File: src/rtl/mips_regfile_writeback.sv
// Write-side sequencer for the 32x32 MIPS register file: FIFO-buffered writes drained one per cycle.
// Define WB_FORWARD_EN to build the pending-write forwarding lookup; otherwise fwd_hit/fwd_data are tied to 0.
module mips_regfile_writeback #(
  parameter int DEPTH = 4
) (
  input  logic                   clk,
  input  logic                   reset,
  input  logic                   in_valid,
  output logic                   in_ready,
  input  logic [4:0]             in_dest,
  input  logic [31:0]            in_data,
  input  logic                   drain_hold,
  output logic                   wb_load_enable,
  output logic [4:0]             wb_dest_select,
  output logic [31:0]            wb_reg_data,
  input  logic [4:0]             fwd_sel,
  output logic                   fwd_hit,
  output logic [31:0]            fwd_data,
  output logic [$clog2(DEPTH):0] count
);
  localparam int PW = $clog2(DEPTH);
  localparam int CW = PW + 1;

  logic [4:0]    dest_mem [DEPTH];
  logic [31:0]   data_mem [DEPTH];

  logic [PW-1:0] wr_ptr_q, wr_ptr_d;
  logic [PW-1:0] rd_ptr_q, rd_ptr_d;
  logic [CW-1:0] count_q, count_d;
  logic          wb_le_q, wb_le_d;
  logic [4:0]    wb_dest_q, wb_dest_d;
  logic [31:0]   wb_data_q, wb_data_d;

  logic          accept;
  logic          push;
  logic          pop;

  // Writes to r0 are acknowledged but never queued.
  assign in_ready = reset && (count_q < CW'(DEPTH));
  assign accept   = in_valid && in_ready;
  assign push     = accept && (in_dest != 5'd0);
  assign pop      = (count_q != '0) && !drain_hold;

  always_comb begin
    // NOTE: every variable gets a default first so no path leaves it unassigned (no latch).
    wr_ptr_d  = wr_ptr_q;
    rd_ptr_d  = rd_ptr_q;
    count_d   = count_q;
    wb_le_d   = pop;
    wb_dest_d = wb_dest_q;
    wb_data_d = wb_data_q;
    if (push) wr_ptr_d = wr_ptr_q + 1'b1;
    if (pop) begin
      rd_ptr_d  = rd_ptr_q + 1'b1;
      wb_dest_d = dest_mem[rd_ptr_q];
      wb_data_d = data_mem[rd_ptr_q];
    end
    case ({push, pop})
      2'b10:   count_d = count_q + 1'b1;
      2'b01:   count_d = count_q - 1'b1;
      default: count_d = count_q;
    endcase
  end

  // NOTE: sequential state uses non-blocking assignments so all registers update together.
  always_ff @(posedge clk or negedge reset) begin
    if (!reset) begin
      wr_ptr_q  <= '0;
      rd_ptr_q  <= '0;
      count_q   <= '0;
      wb_le_q   <= 1'b0;
      wb_dest_q <= '0;
      wb_data_q <= '0;
    end else begin
      wr_ptr_q  <= wr_ptr_d;
      rd_ptr_q  <= rd_ptr_d;
      count_q   <= count_d;
      wb_le_q   <= wb_le_d;
      wb_dest_q <= wb_dest_d;
      wb_data_q <= wb_data_d;
    end
  end

  // NOTE: the storage array has no reset; validity comes only from count and the pointers.
  always_ff @(posedge clk) begin
    if (push) begin
      dest_mem[wr_ptr_q] <= in_dest;
      data_mem[wr_ptr_q] <= in_data;
    end
  end

  assign wb_load_enable = wb_le_q;
  assign wb_dest_select = wb_dest_q;
  assign wb_reg_data    = wb_data_q;
  assign count          = count_q;

`ifdef WB_FORWARD_EN
  // Scan oldest to youngest so the youngest match wins; the wb stage ranks below every FIFO entry.
  always_comb begin
    fwd_hit  = 1'b0;
    fwd_data = '0;
    if (fwd_sel != 5'd0) begin
      if (wb_le_q && (wb_dest_q == fwd_sel)) begin
        fwd_hit  = 1'b1;
        fwd_data = wb_data_q;
      end
      for (int i = 0; i < DEPTH; i++) begin
        if ((CW'(i) < count_q) && (dest_mem[rd_ptr_q + PW'(i)] == fwd_sel)) begin
          fwd_hit  = 1'b1;
          fwd_data = data_mem[rd_ptr_q + PW'(i)];
        end
      end
    end
  end
`else
  logic unused_fwd_sel;
  assign unused_fwd_sel = ^fwd_sel;
  assign fwd_hit        = 1'b0;
  assign fwd_data       = '0;
`endif

endmodule
File: config.mk
export PLATFORM = sky130hd
export DESIGN_NAME = mips_regfile_writeback
export DESIGN_NICKNAME = d
export VERILOG_FILES = /design/src/rtl/mips_regfile_writeback.sv
export SDC_FILE = /design/constraint.sdc
export NUM_CORES = 1
export LEC_CHECK = 0
export ABC_AREA = 1
export BUFFER_PORTS_ARGS = -buffer_cell sky130_fd_sc_hd__buf_2
export CAP_MARGIN = 30
export CELL_PAD_IN_SITES_DETAIL_PLACEMENT = 1
export CELL_PAD_IN_SITES_GLOBAL_PLACEMENT = 1
export CORE_ASPECT_RATIO = 1.5
export CORE_MARGIN = 2
export CORE_UTILIZATION = 49
export CTS_BUF_LIST = sky130_fd_sc_hd__clkbuf_4 sky130_fd_sc_hd__clkbuf_8
export CTS_CLUSTER_DIAMETER = 80
export CTS_CLUSTER_SIZE = 10
export DETAILED_ROUTE_END_ITERATION = 6
export GPL_TIMING_DRIVEN = 0
export PLACE_DENSITY = 0.84
export SLEW_MARGIN = 20
export SYNTH_ARGS = -nofsm -noshare
export SYNTH_HDL_FRONTEND = slang
export SYNTH_SLANG_ARGS = --single-unit
File: constraint.sdc
create_clock -name clk -period 6.1 [get_ports clk]
set_input_delay 0.305 -clock clk [delete_from_list [all_inputs] [get_ports clk]]
set_output_delay 0.305 -clock clk [all_outputs]
set_load 0.1 [all_outputs]
# Yosys cells after proc, flatten, opt, wreduce, memory -nomap -nowiden
# Memory sizes are Yosys's and may differ from the RTL's. A register that Yosys moved wholly into a read port is not among the register bits.
# Index checks and enable logic that the tools add are counted.
dict set report classes {
  add_sub_neg 4
  n_mul 0
  n_div 0
  magnitude_cmp 1
  n_eq_ne 2
  shifts 0
  n_mux 3
  n_bitwise 0
  reduce_logical 10
}
# op n
set ops {}
lappend ops {{3-bit case mux with 2 select lines} 1}
lappend ops {{5-bit nonzero test} 1}
lappend ops {{2-bit by 1-bit adder with 2-bit output (second input constant)} 2}
lappend ops {{1-bit logical AND} 4}
lappend ops {{3-bit by 1-bit adder with 3-bit output (second input constant)} 1}
lappend ops {{1-bit zero test} 3}
lappend ops {{3-bit less-than comparator (second input constant)} 1}
lappend ops {{3-bit nonzero test} 1}
lappend ops {{3-bit by 1-bit subtractor with 3-bit output (second input constant)} 1}
lappend ops {{2-bit by 1-bit == test with 1-bit output (second input constant)} 1}
lappend ops {{2-bit == test (second input constant)} 1}
lappend ops {{1-bit two-way mux} 2}
lappend ops {{2-bit nonzero test} 1}
dict set report totals {
  regBits 8
  latchBits 0
  mem_bits_rw 148
  rom_bits 0
  input_bits 46
  output_inout_bits 75
  elab_cells 26
  mem_count 2
}
# name depth width rd rd_clocked_by_memory_dff write_ports line_no
set memory_table {}
lappend memory_table {data_mem 4 32 1 1 1 25} ;# logic [31:0] data_mem [DEPTH];
lappend memory_table {dest_mem 4 5 1 1 1 24} ;# logic [4:0] dest_mem [DEPTH];

# Logic depth before layout (Yosys ltp)
# Gate-level depths: netlist of run 1.
dict set report depth {
  ltp_word 6
  mapped_depth 11
  mapped_depth_nobuf 10
}

# Worst setup path after synthesis of run 1
# Ideal clock, no wire load.
dict set report synth_timing {
  path_kind {register to register}
  start {reg count_q[2], in the netlist count[2]}
  end {mem data_mem[0][0], enable pin}
  setup_ps 431
  t_arrival_ps 2903
  required_time_ps 5669
  path_slack_ps 2765
  path_stages_with_launch 6
  n_path_buf 0
  synth_period_minus_slack_ps 3335
  path_cell_list {dfrtp_1 > inv_1 > nand2_1 > nor2_1 > nand2_1 > nor2_1}
}
dict set report synth_via {
  elab_chain_cells 6
}
# element line_no
set synth_lines {}
lappend synth_lines {{from (decl)} 29} ;# logic [CW-1:0] count_q, count_d;
lappend synth_lines {{from (signal assigned)} 77} ;# count_q <= count_d;
lappend synth_lines {{3-bit less-than comparator} 39} ;# assign in_ready = reset && (count_q < CW'(DEPTH));
lappend synth_lines {{1-bit logical AND} 39}
lappend synth_lines {{1-bit logical AND} 40} ;# assign accept = in_valid && in_ready;
lappend synth_lines {{1-bit logical AND} 41} ;# assign push = accept && (in_dest != 5'd0);
lappend synth_lines {{1-bit two-way mux} 86} ;# if (push) begin
lappend synth_lines {{1-bit two-way mux (not written as such)} 88} ;# data_mem[wr_ptr_q] <= in_data;
lappend synth_lines {{to (decl)} 25}
# Every way passes these cells.

# Worst setup path in the final report of run 1
dict set report layout_timing {
  start {in reset}
  end {mem data_mem[2][8], enable pin}
}
dict set report layout_via {
  elab_chain_cells 5
}
# element line_no
set layout_lines {}
lappend layout_lines {{from (decl)} 7} ;# input logic reset,
lappend layout_lines {{1-bit logical AND} 39}
lappend layout_lines {{1-bit logical AND} 40}
lappend layout_lines {{1-bit logical AND} 41}
lappend layout_lines {{1-bit two-way mux} 86}
lappend layout_lines {{1-bit two-way mux (not written as such)} 88}
# Every way passes these cells.

==> impl_results.md, run 1 <==
- Worst-Margin Slew: 0.688 ns
- Tot Pwr: 5040 uW
- Die area: 18,100 um^2
- Nets: 1,022
- Worst setup path category: input port to flip-flop
- DRT antenna net count: 0
- CP max stage cell: nor2_4
- Post-CTS Setup Inserts: 0
- Fin area: 9730 um^2
- Grt ovf: 0
- Clock skew: 0.0138 ns
- Worst skew pair latency: 0.47 ns
- WP buf/inv: 3
- Yosys warns: 0
- Slew headroom: 54.1%
- Ys async rst share: 23.3%
- Final Cycle Share: 46.1%
- Status: complete, no violations
- DRC viols: 0
- Synth area leaders: edfxtp_1 53%, nand2_1 14%, dfrtp_1 14%
- Crit. End Element: flip-flop
- Drt initial violations: 297
- Unrepaired setup endpoints after global routing: false
- Highest clock rate: 0.355 GHz
- I/O pin count: 121
- Syn_area_per_cell: 10.0 um^2
- CP peak stage delay: 0.65 ns
- Cell area after synthesis: 8320 um^2
- First-pass GRT wire length: 32.4 mm
- Count leader, synth: nand2_1
- Clock sink total: 193
- Synth Instances: 830
- Main flop type after synthesis: edfxtp_1
- Final setup viols: 0
- Layout cells sized above 1: 24.5%
- CTS H-Tree Depth: 4
- Crit path setup slack, layout: 3.29 ns
- DIE HEIGHT: 164 um
- Post-placement cell area: 9310 um^2
- Yosys top cell by area: edfxtp_1
- Hpwl dp: 13.9 mm
- Largest net degree at the start of global routing: 47
- Library cells used by synthesis: 21
- Final WL: 20.7 mm
- Number of global-route vias before repair: 6,355
- Leak pwr: 0.00475 uW
- GRT Util Overall: 23.5%
- Deepest clock path buffer count: 2
- CORE AREA: 16,700 um^2
- CTS tree: yes
- Vias: 5,803
- Vias per cell: 4.86
- Final Critical Period: 2.81 ns
- CP Max Fanout: 46
- EDFF count, synth: 148
- Pwr per Cell Area: 518 nW/um^2
- Inserted Clock Buffers: 17
- Synth-to-layout area growth: 17.0%
- Arr. time, crit path: 2.99 ns
- Final core occ: 58.3%
- CTS clk-pin slew, worst paths: 0.10 ns
- Max Slew Vio Count: 0
- Hold-fix buffers, CTS: 1
- Max cap viols: 0
- Drt wl/cell: 17.3 um
- Starting Density: 49.9%
- Register area share after synthesis: 66.9%
- Root Driver: clkbuf_8
- Die width: 110 um
- Top cells by count, synth: 309 x nand2_1, 148 x edfxtp_1, 100 x inv_1, 77 x nand3_1, 58 x inv_2
- Critical Path, Cell by Cell: dlygate4sd3_1 > buf_4 > nand2_1 > nor2_1 > nand2_1 > nor2_4 > buf_16
- #FFs+latches synth: 193
- Final Hold Viols: 0
- GPL Wtd Cong: 0.729
- Hold Crit Class: input port to flip-flop
- Std cell rows: 58
- Gates resized, CTS repair: 0
- Required @ worst endpoint: 6.27 ns
- DRT Pass-1 Iters: 5
- Most frequent CP cell: nand2_1
- Pre-CTS setup slack: 3.24 ns
- Initial antenna violation count: 2
- CP Launch Type: input port
- PortBufs: 82
- Final setup TNS: 0 ns
- Largest vdd supply drop: 0.000312 V
- Yosys top cell area share: 53.4%
- CP delay by family, top: simple AND/OR/NAND/NOR gates
==> stage by stage <==
stage / cells / hold slack [ns]
after detailed placement: 1160 / 0.382
after global placement: 1154 / 0.457
after floorplan: 862 / 0.00941
final: 1195 / 0.0436
after CTS: 1193 / 0.0310
after global routing: 1194 / 0.0244
==> routing by layer <==
| metal | routed length (um) | vias to the layer above | global-route usage [%] |
|---|---|---|---|
| li1 | - | 2770 | - |
| met1 | 7650 | 2829 | 25.6 |
| met2 | 11700 | 170 | 45.1 |
| met3 | 923 | 34 | 4.49 |
| met4 | 439 | 0 | 8.69 |
| met5 | 0 | - | 0 |
==> layout make-up <==
type	instances	area, um^2
Antenna cell	2	5.00
Buffer	64	408
Clock buffer	17	234
Clock inverter	15	180
Fill cell	1927	6960
Inverter	165	628
Multi-Input combinational cell	440	1870
Sequential cell	193	5570
Tap cell	210	263
Timing Repair Buffer	89	581
==> registers in the layout (all words and copies together), names as in the netlist <==
signal and cells:
count 3, data_mem 128, dest_mem 20, rd_ptr_q 2
wb_dest_select 5, wb_load_enable 1, wb_reg_data 32, wr_ptr_q 2
==> final timing paths <==
| check | slack (ns) | to | startpoint | depth (start not counted) |
|---|---|---|---|---|
| max | 3.29 | data_mem[2][8] | reset | 7 |
| min reg2reg | 0.48 | wb_reg_data[11] | wb_reg_data[11] | 2 |
| min | 0.04 | data_mem[2][31] | in_data[31] | 1 |
| max in group asynchronous | 5.25 | wb_reg_data[12] | reset | 2 |
| max reg2reg | 3.80 | data_mem[2][8] | count[2] | 6 |
| min in group asynchronous | 0.40 | wb_reg_data[27] | reset | 2 |
==> kinds of logic (layout without fill, tap and decap cells) <==
kind of cell,Yosys count,count (layout),synth area share (%)
buffers and inverters,229,350,12.4
other,1,35,0.0451
flip-flops,193,193,66.9
AND/OR/NAND/NOR,396,396,19.1
XOR/XNOR,4,4,0.421
adder cells (fa/ha/maj),6,6,0.992
AO/OA/AOI/OAI,1,1,0.0601
==> placed cells by master, fill, tap and decap left out, drive strengths merged <==
master	count
buf	143
diode	2
edfxtp	148
dlygate4sd3	1
ha	5
nor2	8
clkinv	13
conb	33
xor2	2
xnor2	2
nand3	77
inv	164
dfrtp	45
o21ai	1
nand2	310
fa	1
nand3b	1
bufinv	3
clkbuf	26
==> where the power goes <==
| group | switching, uW | internal (uW) | total, uW |
|---|---|---|---|
| Clock | 469 | 412 | 881 |
| Sequential | 109 | 1630 | 1740 |
| Combinational | 1940 | 476 | 2420 |
(Power assumes the default switching activity.)
==> run 2: changes to the inputs <==
--- a/config.mk
+++ b/config.mk
@@ -5,20 +5,20 @@
 export SDC_FILE = /design/constraint.sdc
 export NUM_CORES = 1
 export LEC_CHECK = 0
-export ABC_AREA = 1
+export ABC_AREA = 0
 export BUFFER_PORTS_ARGS = -buffer_cell sky130_fd_sc_hd__buf_2
 export CAP_MARGIN = 30
 export CELL_PAD_IN_SITES_DETAIL_PLACEMENT = 1
 export CELL_PAD_IN_SITES_GLOBAL_PLACEMENT = 1
 export CORE_ASPECT_RATIO = 1.5
 export CORE_MARGIN = 2
-export CORE_UTILIZATION = 49
+export CORE_UTILIZATION = 50
 export CTS_BUF_LIST = sky130_fd_sc_hd__clkbuf_4 sky130_fd_sc_hd__clkbuf_8
 export CTS_CLUSTER_DIAMETER = 80
 export CTS_CLUSTER_SIZE = 10
 export DETAILED_ROUTE_END_ITERATION = 6
 export GPL_TIMING_DRIVEN = 0
-export PLACE_DENSITY = 0.84
+export PLACE_DENSITY = 0.78
 export SLEW_MARGIN = 20
 export SYNTH_ARGS = -nofsm -noshare
 export SYNTH_HDL_FRONTEND = slang
==> constraint.sdc (replaced) <==
create_clock -name clk -period 2.79 [get_ports clk]
set_input_delay 0.1395 -clock clk [delete_from_list [all_inputs] [get_ports clk]]
set_output_delay 0.1395 -clock clk [all_outputs]
set_load 0.1 [all_outputs]
==> run 2 against run 1 <==
  * Non-clock buffer count increased by 16
  * Critical path depth unchanged
  * Clock power is 86% higher
  * Synthesized area is 11% lower
  * Sequential share of layout area rose by 4.6 points
  * Via count shrank 38%
  * Worst hold slack better by 0.0092 ns
  * Cell area down 7.5%
  * Global-route usage fell by 3.8 points
  * Routed wire length down 31%
  * Clock skew barely moved
==> impl_results.md, run 2 <==
- Layout cells sized above 1: 45.6% (was 24.5%)
- Inserted Clock Buffers: 17 (unchanged)
- Crit. End Element: flip-flop (unchanged)
- Clock skew: 0.0139 ns (was 0.0138 ns)
- Worst-Margin Slew: 0.732 ns (was 0.688 ns)
- Sw Share: 45.9% (was 50.0%)
- Post-CTS Setup Inserts: 0 (unchanged)
- Final Cycle Share: 92.9%
- Synth-to-layout area growth: 21.9% (was 17.0%)
- Nets: 568 (was 1,022)
- Unrepaired setup endpoints after global routing: false (unchanged)
- Antenna Cells: 0 (was 2)
- DRT antenna net count: 0 (unchanged)
- Ys async rst share: 23.3% (unchanged)
- Drt wl/cell: 19.7 um (was 17.3 um)
- I/O pin count: 121 (unchanged)
- Synth area leaders: edfxtp_1 60%, dfrtp_1 15%, mux4_2 11% (was edfxtp_1 53%, nand2_1 14%, dfrtp_1 14%)
- Fill cells: 1,300 (was 1,927)
- Worst setup path category: flip-flop to flip-flop (was input port to flip-flop)
- First-pass GRT wire length: 22.7 mm (was 32.4 mm)
- Deepest clock path buffer count: 2 (unchanged)
- Final Non-Filler Cells: 725 (was 1,195)
- NetSw: 4680 uW (was 2520 uW)
- Commonest non-fill, non-tap cell in the layout: edfxtp_1 (was nand2_1)
- Die area: 15,800 um^2 (was 18,100 um^2)
- CTS H-Tree Depth: 4 (unchanged)
- Fin area: 9000 um^2 (was 9730 um^2)
- Final WL: 14.3 mm (was 20.7 mm)
- CP Max Fanout: 11 (was 46)
- Placed Cells incl. Taps: 655 (was 1,160)
- Largest net degree at the start of global routing: 47 (unchanged)
- GPL Wtd Cong: 0.685 (was 0.729)
- Highest clock rate: 0.386 GHz
- Gate power share: 46.0% (was 48.0%)
- Number of global-route vias before repair: 4,129 (was 6,355)
- Count leader, synth: edfxtp_1 (was nand2_1)
- Final Hold Viols: 0 (unchanged)
- CP Launch Type: flip-flop (was input port)
- Die width: 103 um (was 110 um)
- CTS clk-pin slew, worst paths: 0.10 ns (about the same)
- Final Critical Period: 2.59 ns
- Library cells used by synthesis: 23 (was 21)
- EDFF count, synth: 148 (unchanged)
- CTS tree: yes (unchanged)
- Yosys top cell area share: 60.1% (was 53.4%)
- Internal Power: 5510 uW (was 2520 uW)
- Cell area after synthesis: 7390 um^2 (was 8320 um^2)
- Most frequent cells in the layout: 148 x edfxtp_1, 88 x buf_2, 44 x dfrtp_1, 38 x mux2_2, 38 x dlygate4sd3_1 (was 309 x nand2_1, 148 x edfxtp_1, 100 x inv_1, 95 x buf_2, 77 x nand3_1)
- Slew headroom: 51.2% (was 54.1%)
- Status: complete, no violations (unchanged)
- Post-placement cell area: 8260 um^2 (was 9310 um^2)
- Root Driver: clkbuf_8 (unchanged)
- Leak pwr: 0.00340 uW (was 0.00475 uW)
- Yosys top cell by area: edfxtp_1 (unchanged)
- Required @ worst endpoint: 3.13 ns (was 6.27 ns)
- Pwr per Cell Area: 1130 nW/um^2 (was 518 nW/um^2)
- Main flop type after synthesis: edfxtp_1 (unchanged)
- Grt ovf: 0 (unchanged)
- PortBufs: 82 (unchanged)
- Final setup viols: 0 (unchanged)
- Clock sink total: 193 (unchanged)
- Vias per cell: 4.98 (was 4.86)
- Arr. time, crit path: 2.94 ns (was 2.99 ns)
- Register area share after synthesis: 75.4% (was 66.9%)
- #FFs+latches synth: 193 (unchanged)
- Starting Density: 50.9% (was 49.9%)
- Largest vdd supply drop: 0.00119 V (was 0.000312 V)
- DIE HEIGHT: 153 um (was 164 um)
- Largest register FFs: 128 (unchanged)
- DRC viols: 0 (unchanged)
- Max Slew Vio Count: 0 (unchanged)
- Most flop-heavy register: data_mem (unchanged)
- Hold Crit Class: input port to flip-flop (unchanged)
- Hpwl dp: 9.47 mm (was 13.9 mm)
- Vias: 3,614 (was 5,803)
- Std cell rows: 54 (was 58)
- Final setup TNS: 0 ns (unchanged)
- Syn_area_per_cell: 21.7 um^2 (was 10.0 um^2)
- Clock power frac: 16.1% (was 17.5%)
- Worst skew pair latency: 0.45 ns (was 0.47 ns)
- CORE AREA: 14,500 um^2 (was 16,700 um^2)
- Drt initial violations: 161 (was 297)
- Initial antenna violation count: 0 (was 2)
- DRT Pass-1 Iters: 4 (was 5)
- Sequential power share: 37.8% (was 34.5%)
- GRT Util Overall: 19.7% (was 23.5%)
- Synth Instances: 341 (was 830)
- Tot Pwr: 10,200 uW (was 5040 uW)
- Top cells by count, synth: 148 x edfxtp_1, 45 x dfrtp_1, 38 x mux2_2, 37 x mux4_2, 33 x buf_4 (was 309 x nand2_1, 148 x edfxtp_1, 100 x inv_1, 77 x nand3_1, 58 x inv_2)
- Yosys warns: 0 (unchanged)
- Max cap viols: 0 (unchanged)
-- run 2: cell count changes after synthesis, sizes merged, moves of 4 or more --
| cell | delta |
|---|---|
| clkinv | -7 |
| nand2 | -310 |
| clkbuf | -8 |
| mux2 | +39 |
| nor2 | -6 |
| mux4 | +37 |
| inv | -155 |
| nand3 | -77 |
| buf | -11 |
| and2 | +4 |
-- run 2: through the flow --
step           util, %  hold slack [ns]  setup WS, ns
4_1_cts           62.0           0.0329        0.0263
3_5_place_dp      56.9            0.236        0.0720
3_3_place_gp      56.3            0.350        -0.193
5_1_grt           62.0           0.0262        0.0326
2_1_floorplan        -           -0.156        0.0329
6_report          62.0           0.0527         0.199
-- run 2: layout make-up --
type	instances	area (um^2)	area share [%]
flip-flops and latches	193	5570	61.9
multi-input cells	132	1630	18.1
repair buffers	124	873	9.70
plain buffers	45	317	3.52
well taps	196	245	2.72
clock buffers	17	234	2.60
clock inverters	15	124	1.38
inverters	3	11.3	0.125
-- run 2: path summary, 6_finish.rpt --
| kind | start | to | slack [ns] | cells past startpoint |
|---|---|---|---|---|
| worst min register to register | wb_reg_data[30] | wb_reg_data[30] | 0.51 | 1 |
| max in group asynchronous | reset | count[2] | 2.03 | 2 |
| worst min-delay path | drain_hold | rd_ptr_q[1] | 0.05 | 3 |
| worst max-delay path | count[0] | count[1] | 0.20 | 7 |
| min in group asynchronous | reset | wb_reg_data[29] | 0.28 | 2 |
| worst max register to register | count[0] | count[1] | 0.20 | 7 |
-- run 2: metal layers --
metal | global-route usage (%) | share of wire, % | vias up
li1 | - | - | 1625
met1 | 23.7 | 38 | 1855
met2 | 34.9 | 56 | 112
met3 | 3.16 | 3.8 | 22
met4 | 7.39 | 2.2 | 0
met5 | 0 | 0 | -
-- run 2: worst max-delay path, cell delays in order, from the launching register on --
cell,delay [ns]
dfrtp_1,0.46
nor3_2,0.10
nor2_1,0.24
buf_2,0.34
buf_2,0.35
ha_1,0.28
fa_1,0.44
mux2_2,0.27
-- run 2: cell families (layout without fill, tap and decap cells) --
logic type | after synthesis | after routing | share of synthesized area, %
AOI/OAI and AO/OA | 1 | 1 | 0.237
xor gates and xnor gates | 6 | 6 | 0.711
adders and majority gates | 6 | 6 | 1.12
buffers and inverters | 48 | 204 | 4.44
DFF | 193 | 193 | 75.4
muxes | 76 | 76 | 17.3
other | 1 | 33 | 0.0507
and+or+nand+nor | 10 | 10 | 0.796
-- run 2: power by group through the flow --
stage / logic [uW] / registers [uW] / clock network (uW)
6_report: 4690 / 3860 / 1640
5_1_grt: 4890 / 3920 / 1800
4_1_cts: 4750 / 3860 / 1700
3_5_place_dp: 4700 / 3920 / 0
3_3_place_gp: 4560 / 3890 / 0
2_1_floorplan: 1650 / 6080 / 0
-- run 2: timing repair --
| action | CTS | global route |
|---|---|---|
| endpoints found under the hold margin | 193 | 0 |
| gates resized for setup | 0 | 1 |
| hold buffers | 38 | 0 |
| endpoints found under the setup margin | 0 | 1 |
